===== src/rtl/instruction_fetch.sv =====
// Fetch stage: owns the PC, reads instruction memory combinationally, and loads the IF/ID register.
// Latency: the instruction at imem_addr lands in IF/ID on the edge that ends that cycle (1 cycle).
// Backpressure: stall holds PC/IF/ID/count; branch_taken redirects and flushes IF/ID, even while stalled.
module instruction_fetch #(
    parameter logic [31:0] RESET_PC = 32'h0000_0000
) (
    input  logic        clk,
    input  logic        reset,
    output logic [31:0] imem_addr,
    input  logic [31:0] imem_data,
    input  logic        stall,
    input  logic        branch_taken,
    input  logic [31:0] branch_target,
    output logic [31:0] if_id_pc,
    output logic [31:0] if_id_pc_plus4,
    output logic [31:0] if_id_instr,
    output logic        if_id_valid,
    output logic [31:0] fetch_count
);

    logic [31:0] pc_q;
    logic [31:0] pc_plus4;
    logic [31:0] redirect_pc;
    logic        advance;

    // Target low bits are forced to zero so the PC stays word-aligned.
    logic        unused_tgt_lsbs;
    assign unused_tgt_lsbs = ^branch_target[1:0];

    assign redirect_pc = {branch_target[31:2], 2'b00};
    assign pc_plus4    = pc_q + 32'd4;
    // A normal fetch happens only when nothing of higher priority claims the edge.
    assign advance     = !branch_taken && !stall;

    // The memory sees the PC register directly, with no logic in between.
    assign imem_addr = pc_q;

    // Program counter: reset > redirect > stall (hold) > sequential advance.
    always_ff @(posedge clk) begin
        if (reset) begin
            pc_q <= RESET_PC;
        end else if (branch_taken) begin
            pc_q <= redirect_pc;
        end else if (!stall) begin
            pc_q <= pc_plus4;
        end
    end

    // IF/ID register: flushed to a nop on reset or redirect, held on stall, loaded otherwise.
    always_ff @(posedge clk) begin
        if (reset || branch_taken) begin
            if_id_pc       <= 32'h0;
            if_id_pc_plus4 <= 32'h0;
            if_id_instr    <= 32'h0;
            if_id_valid    <= 1'b0;
        end else if (advance) begin
            if_id_pc       <= pc_q;
            if_id_pc_plus4 <= pc_plus4;
            if_id_instr    <= imem_data;
            if_id_valid    <= 1'b1;
        end
    end

    // Count every instruction latched as valid; wraps naturally at 2^32.
    always_ff @(posedge clk) begin
        if (reset) begin
            fetch_count <= 32'h0;
        end else if (advance) begin
            fetch_count <= fetch_count + 32'd1;
        end
    end

endmodule

===== config.mk =====
export PLATFORM = sky130hd
export DESIGN_NAME = instruction_fetch
export DESIGN_NICKNAME = d
export VERILOG_FILES = /design/src/rtl/instruction_fetch.sv
export SDC_FILE = /design/constraint.sdc
export NUM_CORES = 1
export LEC_CHECK = 0
export BUFFER_PORTS_ARGS = -buffer_cell sky130_fd_sc_hd__buf_4
export CAP_MARGIN = 20
export CORE_AREA = 2 2 121 123
export DETAILED_ROUTE_END_ITERATION = 7
export DIE_AREA = 0 0 123 125
export PLACE_DENSITY_LB_ADDON = 0.08
export REMOVE_ABC_BUFFERS = 1
export SYNTH_ARGS = -nofsm -noshare
export SYNTH_HDL_FRONTEND = slang
export SYNTH_SLANG_ARGS = --single-unit

===== constraint.sdc =====
create_clock -name clk -period 2.7 [get_ports clk]
set_input_delay 0.135 -clock clk [delete_from_list [all_inputs] [get_ports clk]]
set_output_delay 0.135 -clock clk [all_outputs]
set_load 0.01 [all_outputs]

==> results.md, run 1 <==
- Status: complete, no violations
- Hold buffer count at CTS: 43
- Most frequent cells in the layout: buf_4, dfxtp_1, nor2_1, mux2i_1, xnor2_1
- Skew-Pair Late Insertion Delay: 410 ps
- Placed cells: 1,144
- Die width: 123 um
- GP Congestion: 0.798
- Routed wire per std cell: 15.4 um
- Global-route wire length before repair: 29.8 mm
- Met2 Use GR: 0.390
- CTS resizes: 0
- Vias after detailed routing: 6,268
- Die footprint: 15,400 sq um
- Setup crit end kind: register
- Buf/Inv on CP: 0
- Critical path type: register to register
- Clock Pin Slew Worst Setup and Hold Paths: 60 ps
- CTS Sinks: 155
- Die extent in y: 125 um
- Largest net degree at the start of global routing: 65
- Reg2Reg Depth: 5
- Area growth from synthesis to layout: 39.0%
- Initial antenna violation count: 0
- CP max stage delay: 580 ps
- Met1 usage: 0.316
- Number of distinct library cells after synthesis: 50
- Max Fclk: 445 MHz
- Grt met3 use: 0.0652
- Worst vdd ir: 0.346 mV
- Worst Hold Class: primary input to register
- Initial Utilization: 0.488
- Vias per Instance: 5.15
- CP cell instances: nand3_4 -> or4_4 -> nor3_1 -> mux2_2 -> nor3_1
- Post-Syn Area: 6930 sq um
- Placed wire-length estimate: 12.0 mm
- RSZ-0062 raised after global routing: no
- Hold Startpoint: branch_target[29]
- # Max-Cap Violations: 0
- Hold path depth: 3
- Cells after Synth: 790
- Pwr Density: 554 nW/um^2
- H-Tree Depth: 4
- Largest fanout on the critical path: 10
- Vias in the first global route: 5,884
- Crit path DAT: 2580 ps
- Async SR Flop Fraction: 0
- WHS Endpoint: imem_addr[29]$_SDFFE_PP0P_
- R2R Path Start: imem_addr[10]$_SDFFE_PP0P_
- Synth warn: 0
- # setup viols final: 0
- Startpoint Class: register
- DR pass1 iterations: 5
- Yosys reg bits: 155
- TritonCTS Buffers: 17
- Busiest grt layer: met2
- CORE AREA: 14,200 sq um
- Worst Skew: 8.22 ps
- Top cell by count, worst path: nor3_1
- Reg2reg end: imem_addr[27]$_SDFFE_PP0P_
- Root Buffer: clkbuf_16
- # diodes: 0
- Nets@finish: 1,092
- Worst EP required: 3040 ps
- Hold Vio Cnt, Final: 0
- Max-slew headroom: 0.500
- Period Utilization, post-route: 0.833
- Layout Cells excl Fill: 1,217
- Worst-case clock buffer depth: 2
- Primary FF master, synth: dfxtp_1
- Total congestion overflow: 0
- Layout cell share with drive strength beyond 1: 0.268
- I/O pins: 229
- Leading cell type in the layout, fill and taps excluded: buf_4
- Final ANT Viol Nets: 0
- Post-CTS Setup Inserts: 0
- Slew @ Worst Pin: 750 ps
- Iteration-0 DRC Markers: 414
- Tmin final: 2250 ps
- Sequential-to-total area share from yosys stat: 0.448
- EDFF count, synth: 0
- Post-layout util: 0.679
- WL final: 18.7 mm
- Crit-path slowest cell: or4_4
- CTS tree: yes
- Mean Syn Cell Area: 8.78 sq um
- GRT Util Overall: 0.243
- Site row count: 44
- Port Buffers: 220
- CP delay by family, top: simple AND/OR/NAND/NOR gates
- Flop-to-flop setup slack: 450 ps
- Pleak: 0.00412 uW
- Slew Viols, Final: 0
- Number of remaining DRC errors: 0
sequential cells by signal, summed over array words and instances (netlist names):
name	flops
imem_addr	30
if_id_pc	30
if_id_valid	1
if_id_pc_plus4	30
if_id_instr	32
fetch_count	32
worst max path at each step:
stage / from / to / slack (ps) / cells past startpoint
floorplan: stall / fetch_count[22]$_SDFFE_PP0P_ / -930 / 5
CTS: imem_addr[10]$_SDFFE_PP0P_ / imem_addr[27]$_SDFFE_PP0P_ / 460 / 5
global placement: imem_addr[10]$_SDFFE_PP0P_ / imem_addr[27]$_SDFFE_PP0P_ / 510 / 5
finish: imem_addr[10]$_SDFFE_PP0P_ / imem_addr[27]$_SDFFE_PP0P_ / 450 / 5
global route: imem_addr[2]$_SDFFE_PP0P_ / imem_addr[30]$_SDFFE_PP0P_ / 270 / 6
detailed placement: imem_addr[10]$_SDFFE_PP0P_ / imem_addr[27]$_SDFFE_PP0P_ / 470 / 5
cell type report:
| type | count | area, sq um |
|---|---|---|
| clock buffer | 22 | 474 |
| clock inverter | 8 | 93.8 |
| fill | 1193 | 4560 |
| inverter | 18 | 67.6 |
| multi-input combinational | 552 | 3480 |
| sequential | 155 | 3100 |
| tap | 184 | 230 |
| timing repair buffer | 278 | 2190 |
worst reg2reg max path, delay by kind of cell (launching register included):
family,cells,cell delay (ps)
and+or+nand+nor,4,1240
muxes,1,380
DFF,1,550
where the power goes:
| group | switching, uW | total, uW | internal [uW] | leakage [uW] |
|---|---|---|---|---|
| combinational | 276 | 582 | 305 | 0.00257 |
| clock | 899 | 2320 | 1420 | 0.000285 |
| sequential | 79.9 | 2440 | 2360 | 0.00126 |
stage by stage:
step	setup TNS (ps)	setup WS, ps	total power (uW)	cell area [sq um]	hold WS, ps
finish	0	451	5340	9640	25.3
global route	0	265	5530	9640	19.2
CTS	0	459	5370	9640	8.96
detailed placement	0	467	3010	8640	375
global placement	0	514	3010	8640	363
floorplan	-10160	-925	2700	6640	204
cells by family after synthesis:
logic type,count (synthesis),synth area share
AOI/OAI and AO/OA,106,0.0863
muxes,67,0.0969
and+or+nand+nor,296,0.215
buffers and inverters,88,0.0549
other,1,0.000541
adders and majority gates,2,0.00361
xor gates and xnor gates,75,0.0947
DFF,155,0.448
Yosys cell counts (4+ instances only):
library cell,count,area (sq um)
nand2_1,31,116
and4_1,6,52.6
and3_1,4,25.0
nor3_1,25,125
or3_1,8,50.1
nand4_1,16,100
nand3_1,23,115
inv_1,18,67.6
buf_1,6,22.5
o21ai_0,35,175
buf_2,9,45.0
a21oi_1,46,230
nor4_1,21,131
nor2b_1,12,75.1
dfxtp_1,155,3100
nor2_1,129,484
a211oi_1,6,45.0
clkbuf_1,45,169
mux2i_1,66,661
buf_4,8,60.1
xor2_1,22,193
o21a_1,10,75.1
xnor2_1,53,464
metal layers:
| layer | wire length (um) | share of wire |
|---|---|---|
| met5 | 0 | 0 |
| met2 | 8820 | 0.47 |
| met4 | 225 | 0.012 |
| met1 | 8310 | 0.44 |
| met3 | 1340 | 0.072 |
Note: power is estimated with default switching activity, not from simulation.
==> run 2, diff against run 1 <==
==> constraint.sdc (replaced) <==
create_clock -name clk -period 2.2 [get_ports clk]
set_input_delay 0.11 -clock clk [delete_from_list [all_inputs] [get_ports clk]]
set_output_delay 0.11 -clock clk [all_outputs]
set_load 0.01 [all_outputs]
==> results.md, run 2 (synthesis gave the netlist of run 1 again) <==
- Area growth from synthesis to layout: 44.1%
- Port Buffers: 220
- Sequential cell area: 3100 sq um
- Critical Path Stages: 8
- # diodes: 0
- Layout cell share with drive strength beyond 1: 0.289
- Critical path type: register to register
- Setup crit end: imem_addr[18]$_SDFFE_PP0P_
- Tmin final: 2030 ps
- CP cell instances: buf_4 -> ha_1 -> nand4b_1 -> nor4_2 -> buf_4 -> nand3_1 -> xnor2_1 -> o21a_1
- Setup crit end kind: register
- DR pass1 iterations: 4
- CP delay by family, top: simple AND/OR/NAND/NOR gates
- CP max stage delay: 370 ps
- Total congestion overflow: 0
- Critical Path Start: imem_addr[2]$_SDFFE_PP0P_
- Pleak: 0.00431 uW
- Routed wire per std cell: 15.0 um
- Leading cell type in the layout, fill and taps excluded: buf_4
- Top cell by count, worst path: buf_4
- Biggest registers after layout: fetch_count: 32 flops, if_id_instr: 32 flops
- Placed wire-length estimate: 12.4 mm
- RSZ-0062 raised after global routing: no
- Crit path DAT: 2350 ps
- Final ANT Viol Nets: 0
- Initial Utilization: 0.488
- Reg2reg end: imem_addr[18]$_SDFFE_PP0P_
- WL final: 18.8 mm
- Total power: 6960 uW
- Worst EP required: 2520 ps
- Global-route wire length before repair: 30.5 mm
- Worst Hold Class: primary input to register
- Hold Vio Cnt, Final: 0
- Die width: 123 um
- Site row count: 44
- Flop-to-flop setup slack: 170 ps
- Vias in the first global route: 6,115
- CTS Sinks: 155
- Slew @ Worst Pin: 638 ps
- Startpoint Class: register
- Vias after detailed routing: 6,382
- Multi-input logic area: 3490 sq um
- Vias per Instance: 5.09
- Max Fclk: 492 MHz
- R2R Path Start: imem_addr[2]$_SDFFE_PP0P_
- Slew Viols, Final: 0
- Largest fanout on the critical path: 6
- Fill cells: 1,153
- Skew-Pair Late Insertion Delay: 420 ps
- I/O pins: 229
- Final Worst Setup Slack: 168 ps
- CTS tree: yes
- Nets@finish: 1,126
- Worst Skew: 5.49 ps
- Max-slew headroom: 0.575
- Status: complete, no violations
- Buf/Inv on CP: 2
- Root Buffer: clkbuf_16
- Iteration-0 DRC Markers: 327
- Post-layout util: 0.703
- Post-CTS Setup Inserts: 0
- Dpl ws: 189 ps
- Crit-path slowest cell: nor4_2
- Clock Pin Slew Worst Setup and Hold Paths: 60 ps
- # setup viols final: 0
- Worst-case clock buffer depth: 2
- Die extent in y: 125 um
- CORE AREA: 14,200 sq um
- # Max-Cap Violations: 0
- GP Congestion: 0.801
- TritonCTS Buffers: 17
- Reg2Reg Depth: 8
- Number of remaining DRC errors: 0
- GRT Util Overall: 0.248
- Worst vdd ir: 0.470 mV
- H-Tree Depth: 4
- Initial antenna violation count: 0
- Most frequent cells in the layout: buf_4, dfxtp_1, nor2_1, mux2i_1, xnor2_1
- Period Utilization, post-route: 0.924
- Pwr Density: 697 nW/um^2
- Largest net degree at the start of global routing: 65
- Die footprint: 15,400 sq um
## run 2: changes by cell type in the layout (fill, tap and decap cells not counted), sizes merged
cell | previous run | this run
clkinv | 6 | 2
dlygate4sd3 | 43 | 46
clkbuf | 22 | 25
bufinv | 2 | 5
buf | 235 | 266
## run 2: worst reg2reg max path, stage by stage, from the launching register on
cell	delay, ps
dfxtp_1	340
buf_4	150
ha_1	230
nand4b_1	280
nor4_2	370
buf_4	170
nand3_1	90
xnor2_1	140
o21a_1	160
## run 2: what timing repair did
| item | CTS | global route |
|---|---|---|
| hold endpoints to repair | 53 | 0 |
| resized for setup | 0 | 2 |
| setup endpoints to repair | 0 | 2 |
| hold buffers | 46 | 0 |
## run 2: layout make-up
| class | instances | area share |
|---|---|---|
| Clock inverter | 7 | 0.0160 |
| Inverter | 18 | 0.00676 |
| Timing Repair Buffer | 312 | 0.246 |
| Tap cell | 184 | 0.0230 |
| Clock buffer | 25 | 0.0486 |
| Sequential cell | 155 | 0.311 |
| Multi-Input combinational cell | 552 | 0.349 |
## run 2: how the worst min path moves through the flow
| stage | start | endpoint | slack [ps] | depth (start not counted) |
|---|---|---|---|---|
| 2_1_floorplan | reset | fetch_count[10]$_SDFFE_PP0P_ | 180 | 1 |
| 3_3_place_gp | imem_data[7] | if_id_instr[7]$_SDFFE_PP0P_ | 340 | 3 |
| 3_5_place_dp | imem_data[26] | if_id_instr[26]$_SDFFE_PP0P_ | 350 | 3 |
| 4_1_cts | branch_target[10] | imem_addr[10]$_SDFFE_PP0P_ | 2 | 4 |
| 5_1_grt | branch_target[15] | imem_addr[15]$_SDFFE_PP0P_ | 20 | 3 |
| 6_report | branch_target[10] | imem_addr[10]$_SDFFE_PP0P_ | 20 | 4 |
## run 2: metrics by stage
step	cells	setup TNS, ps	hold WS [ps]	instance area [sq um]
after global placement	1175	0	337	8870
after detailed placement	1175	0	347	8870
after CTS	1253	0	1.78	9980
final	1253	0	18.4	9990
after global routing	1253	0	18.6	9990
after floorplan	725	-22340	179	6640
## run 2: layer usage
layer / GRT usage / part of all wire / vias up
met5: 0 / 0 / -
met4: 0.0842 / 0.018 / 0
met3: 0.0725 / 0.072 / 26
met2: 0.401 / 0.46 / 197
met1: 0.314 / 0.45 / 2939
li1: - / - / 3220
## run 2: power breakdown
group / total (uW) / internal (uW) / switching (uW)
sequential: 2960 / 2890 / 62.6
combinational: 790 / 407 / 383
clock: 3220 / 2100 / 1110
==> run 3, diff against run 2 <==
--- a/config.mk
+++ b/config.mk
@@ -15,3 +15,4 @@
 export SYNTH_ARGS = -nofsm -noshare
 export SYNTH_HDL_FRONTEND = slang
 export SYNTH_SLANG_ARGS = --single-unit
+export TNS_END_PERCENT = 10
==> constraint.sdc (replaced) <==
create_clock -name clk -period 2.2 [get_ports clk]
set_input_delay 0.33 -clock clk [delete_from_list [all_inputs] [get_ports clk]]
set_output_delay 0.33 -clock clk [all_outputs]
set_load 0.01 [all_outputs]
==> results.md, run 3 (synthesis gave the netlist of run 1 again) <==
- Status: complete, no violations
- Most frequent cells in the layout: buf_4, dfxtp_1, nor2_1, mux2i_1, xnor2_1
- Largest net degree at the start of global routing: 65
- Hold Startpoint: imem_data[6]
- Setup crit end kind: register
- Startpoint Class: register
- Die footprint: 15,400 sq um
- Cell area after placement: 8840 sq um
- Routed wire per std cell: 15.0 um
- Layout cell share with drive strength beyond 1: 0.300
- WL final: 18.0 mm
- H-Tree Depth: 4
- GP Congestion: 0.792
- Worst Skew: 9.34 ps
- CP delay by family, top: simple AND/OR/NAND/NOR gates
- Reg2reg end: imem_addr[18]$_SDFFE_PP0P_
- Vias in the first global route: 5,808
- Worst-case clock buffer depth: 2
- Pleak: 0.00411 uW
- Largest fanout on the critical path: 6
- Biggest registers after layout: fetch_count: 32 flops, if_id_instr: 32 flops
- Leading cell type in the layout, fill and taps excluded: buf_4
- Vias after detailed routing: 6,167
- Placed wire-length estimate: 12.2 mm
- Die width: 123 um
- Worst EP required: 2510 ps
- Initial antenna violation count: 0
- # Max-Cap Violations: 0
- Slew @ Worst Pin: 720 ps
- TritonCTS Buffers: 17
- Fill cells: 1,271
- Clock Pin Slew Worst Setup and Hold Paths: 60 ps
- Hold Vio Cnt, Final: 0
- Hold path depth: 3
- GRT Util Overall: 0.235
- R2R Path Start: imem_addr[3]$_SDFFE_PP0P_
- Global-route wire length before repair: 29.0 mm
- WHS Endpoint: if_id_instr[6]$_SDFFE_PP0P_
- Post-route cell area: 9530 sq um
- Skew-Pair Late Insertion Delay: 420 ps
- Flop-to-flop setup slack: 170 ps
- CTS Sinks: 155
- Root Buffer: clkbuf_16
- Hold buffer count at CTS: 0
- Buf/Inv on CP: 1
- Critical Path Stages: 7
- Tmin final: 2030 ps
- Critical path type: register to register
- CTS resizes: 0
- Period Utilization, post-route: 0.921
- Number of remaining DRC errors: 0
- CP cell instances: ha_1 -> nand4b_1 -> nor4_1 -> buf_4 -> nand3_1 -> xnor2_1 -> o21a_1
- DR pass1 iterations: 4
- CTS tree: yes
- Total power: 7050 uW
- Final ANT Viol Nets: 0
- Site row count: 44
- Port Buffers: 220
- Total congestion overflow: 0
- Worst Hold Class: primary input to register
- Iteration-0 DRC Markers: 310
- Slew Viols, Final: 0
- CP max stage delay: 450 ps
- Initial Utilization: 0.488
- Reg2Reg Depth: 7
- Post-CTS Setup Inserts: 0
- Max-slew headroom: 0.520
- Area growth from synthesis to layout: 37.4%
- Pwr Density: 740 nW/um^2
- Worst vdd ir: 0.463 mV
- Vias per Instance: 5.14
- Die extent in y: 125 um
- CORE AREA: 14,200 sq um
- RSZ-0062 raised after global routing: no
- Nets@finish: 1,075
- # setup viols final: 0
- WHS: 139 ps
- Crit-path slowest cell: dfxtp_1
- Max Fclk: 493 MHz
- I/O pins: 229
- Setup TNS Final: 0 ps
- # diodes: 0
- Crit path DAT: 2340 ps
run 3: cell count changes in the layout (fill, tap and decap cells not counted):
cell	previous run	this run
clkinv_2	2	1
bufinv_16	5	7
clkbuf_8	3	2
a2111oi_2	0	1
buf_4	266	261
a2111oi_1	1	0
clkbuf_1	5	2
dlygate4sd3_1	46	0
run 3: cell type report:
cell class / instances / area (sq um) / share of cell area
clock buffer: 21 / 460 / 0.0483
tap: 184 / 230 / 0.0242
multi-input combinational: 552 / 3490 / 0.367
sequential: 155 / 3100 / 0.326
clock inverter: 8 / 215 / 0.0226
inverter: 18 / 67.6 / 0.00709
timing repair buffer: 261 / 1960 / 0.206
run 3: routing by layer:
layer,GRT usage,wire length [um],vias up
li1,-,-,3109
met1,0.300,7750,2831
met2,0.373,8360,201
met3,0.0766,1540,26
met4,0.0836,319,0
met5,0,0,-
run 3: tightest hold or removal path: cells and delay by family:
kind | cells | cell delay (ps)
muxes | 1 | 50
buffers and inverters | 1 | 70
and+or+nand+nor | 1 | 70
run 3: stage by stage:
| stage | std cells | worst slack [ps] | utilization |
|---|---|---|---|
| final | 1199 | 173 | 0.671 |
| after detailed placement | 1170 | 142 | 0.622 |
| after CTS | 1199 | 129 | 0.670 |
| after global routing | 1199 | 12.0 | 0.671 |
| after floorplan | 725 | -1620 | - |
| after global placement | 1170 | 165 | 0.622 |
run 3: worst max-delay path by stage:
stage | endpoint | slack, ps | startpoint
floorplan | fetch_count[30]$_SDFFE_PP0P_ | -1620 | stall
CTS | imem_addr[27]$_SDFFE_PP0P_ | 130 | imem_addr[3]$_SDFFE_PP0P_
finish | imem_addr[18]$_SDFFE_PP0P_ | 170 | imem_addr[3]$_SDFFE_PP0P_
global route | imem_addr[18]$_SDFFE_PP0P_ | 10 | imem_addr[3]$_SDFFE_PP0P_
detailed placement | imem_addr[27]$_SDFFE_PP0P_ | 140 | imem_addr[3]$_SDFFE_PP0P_
global placement | imem_addr[27]$_SDFFE_PP0P_ | 160 | imem_addr[3]$_SDFFE_PP0P_
run 3: power by group:
part	internal (uW)	switching (uW)	total, uW
logic	347	353	700
registers	2890	71.6	2970
clock network	2280	1100	3380
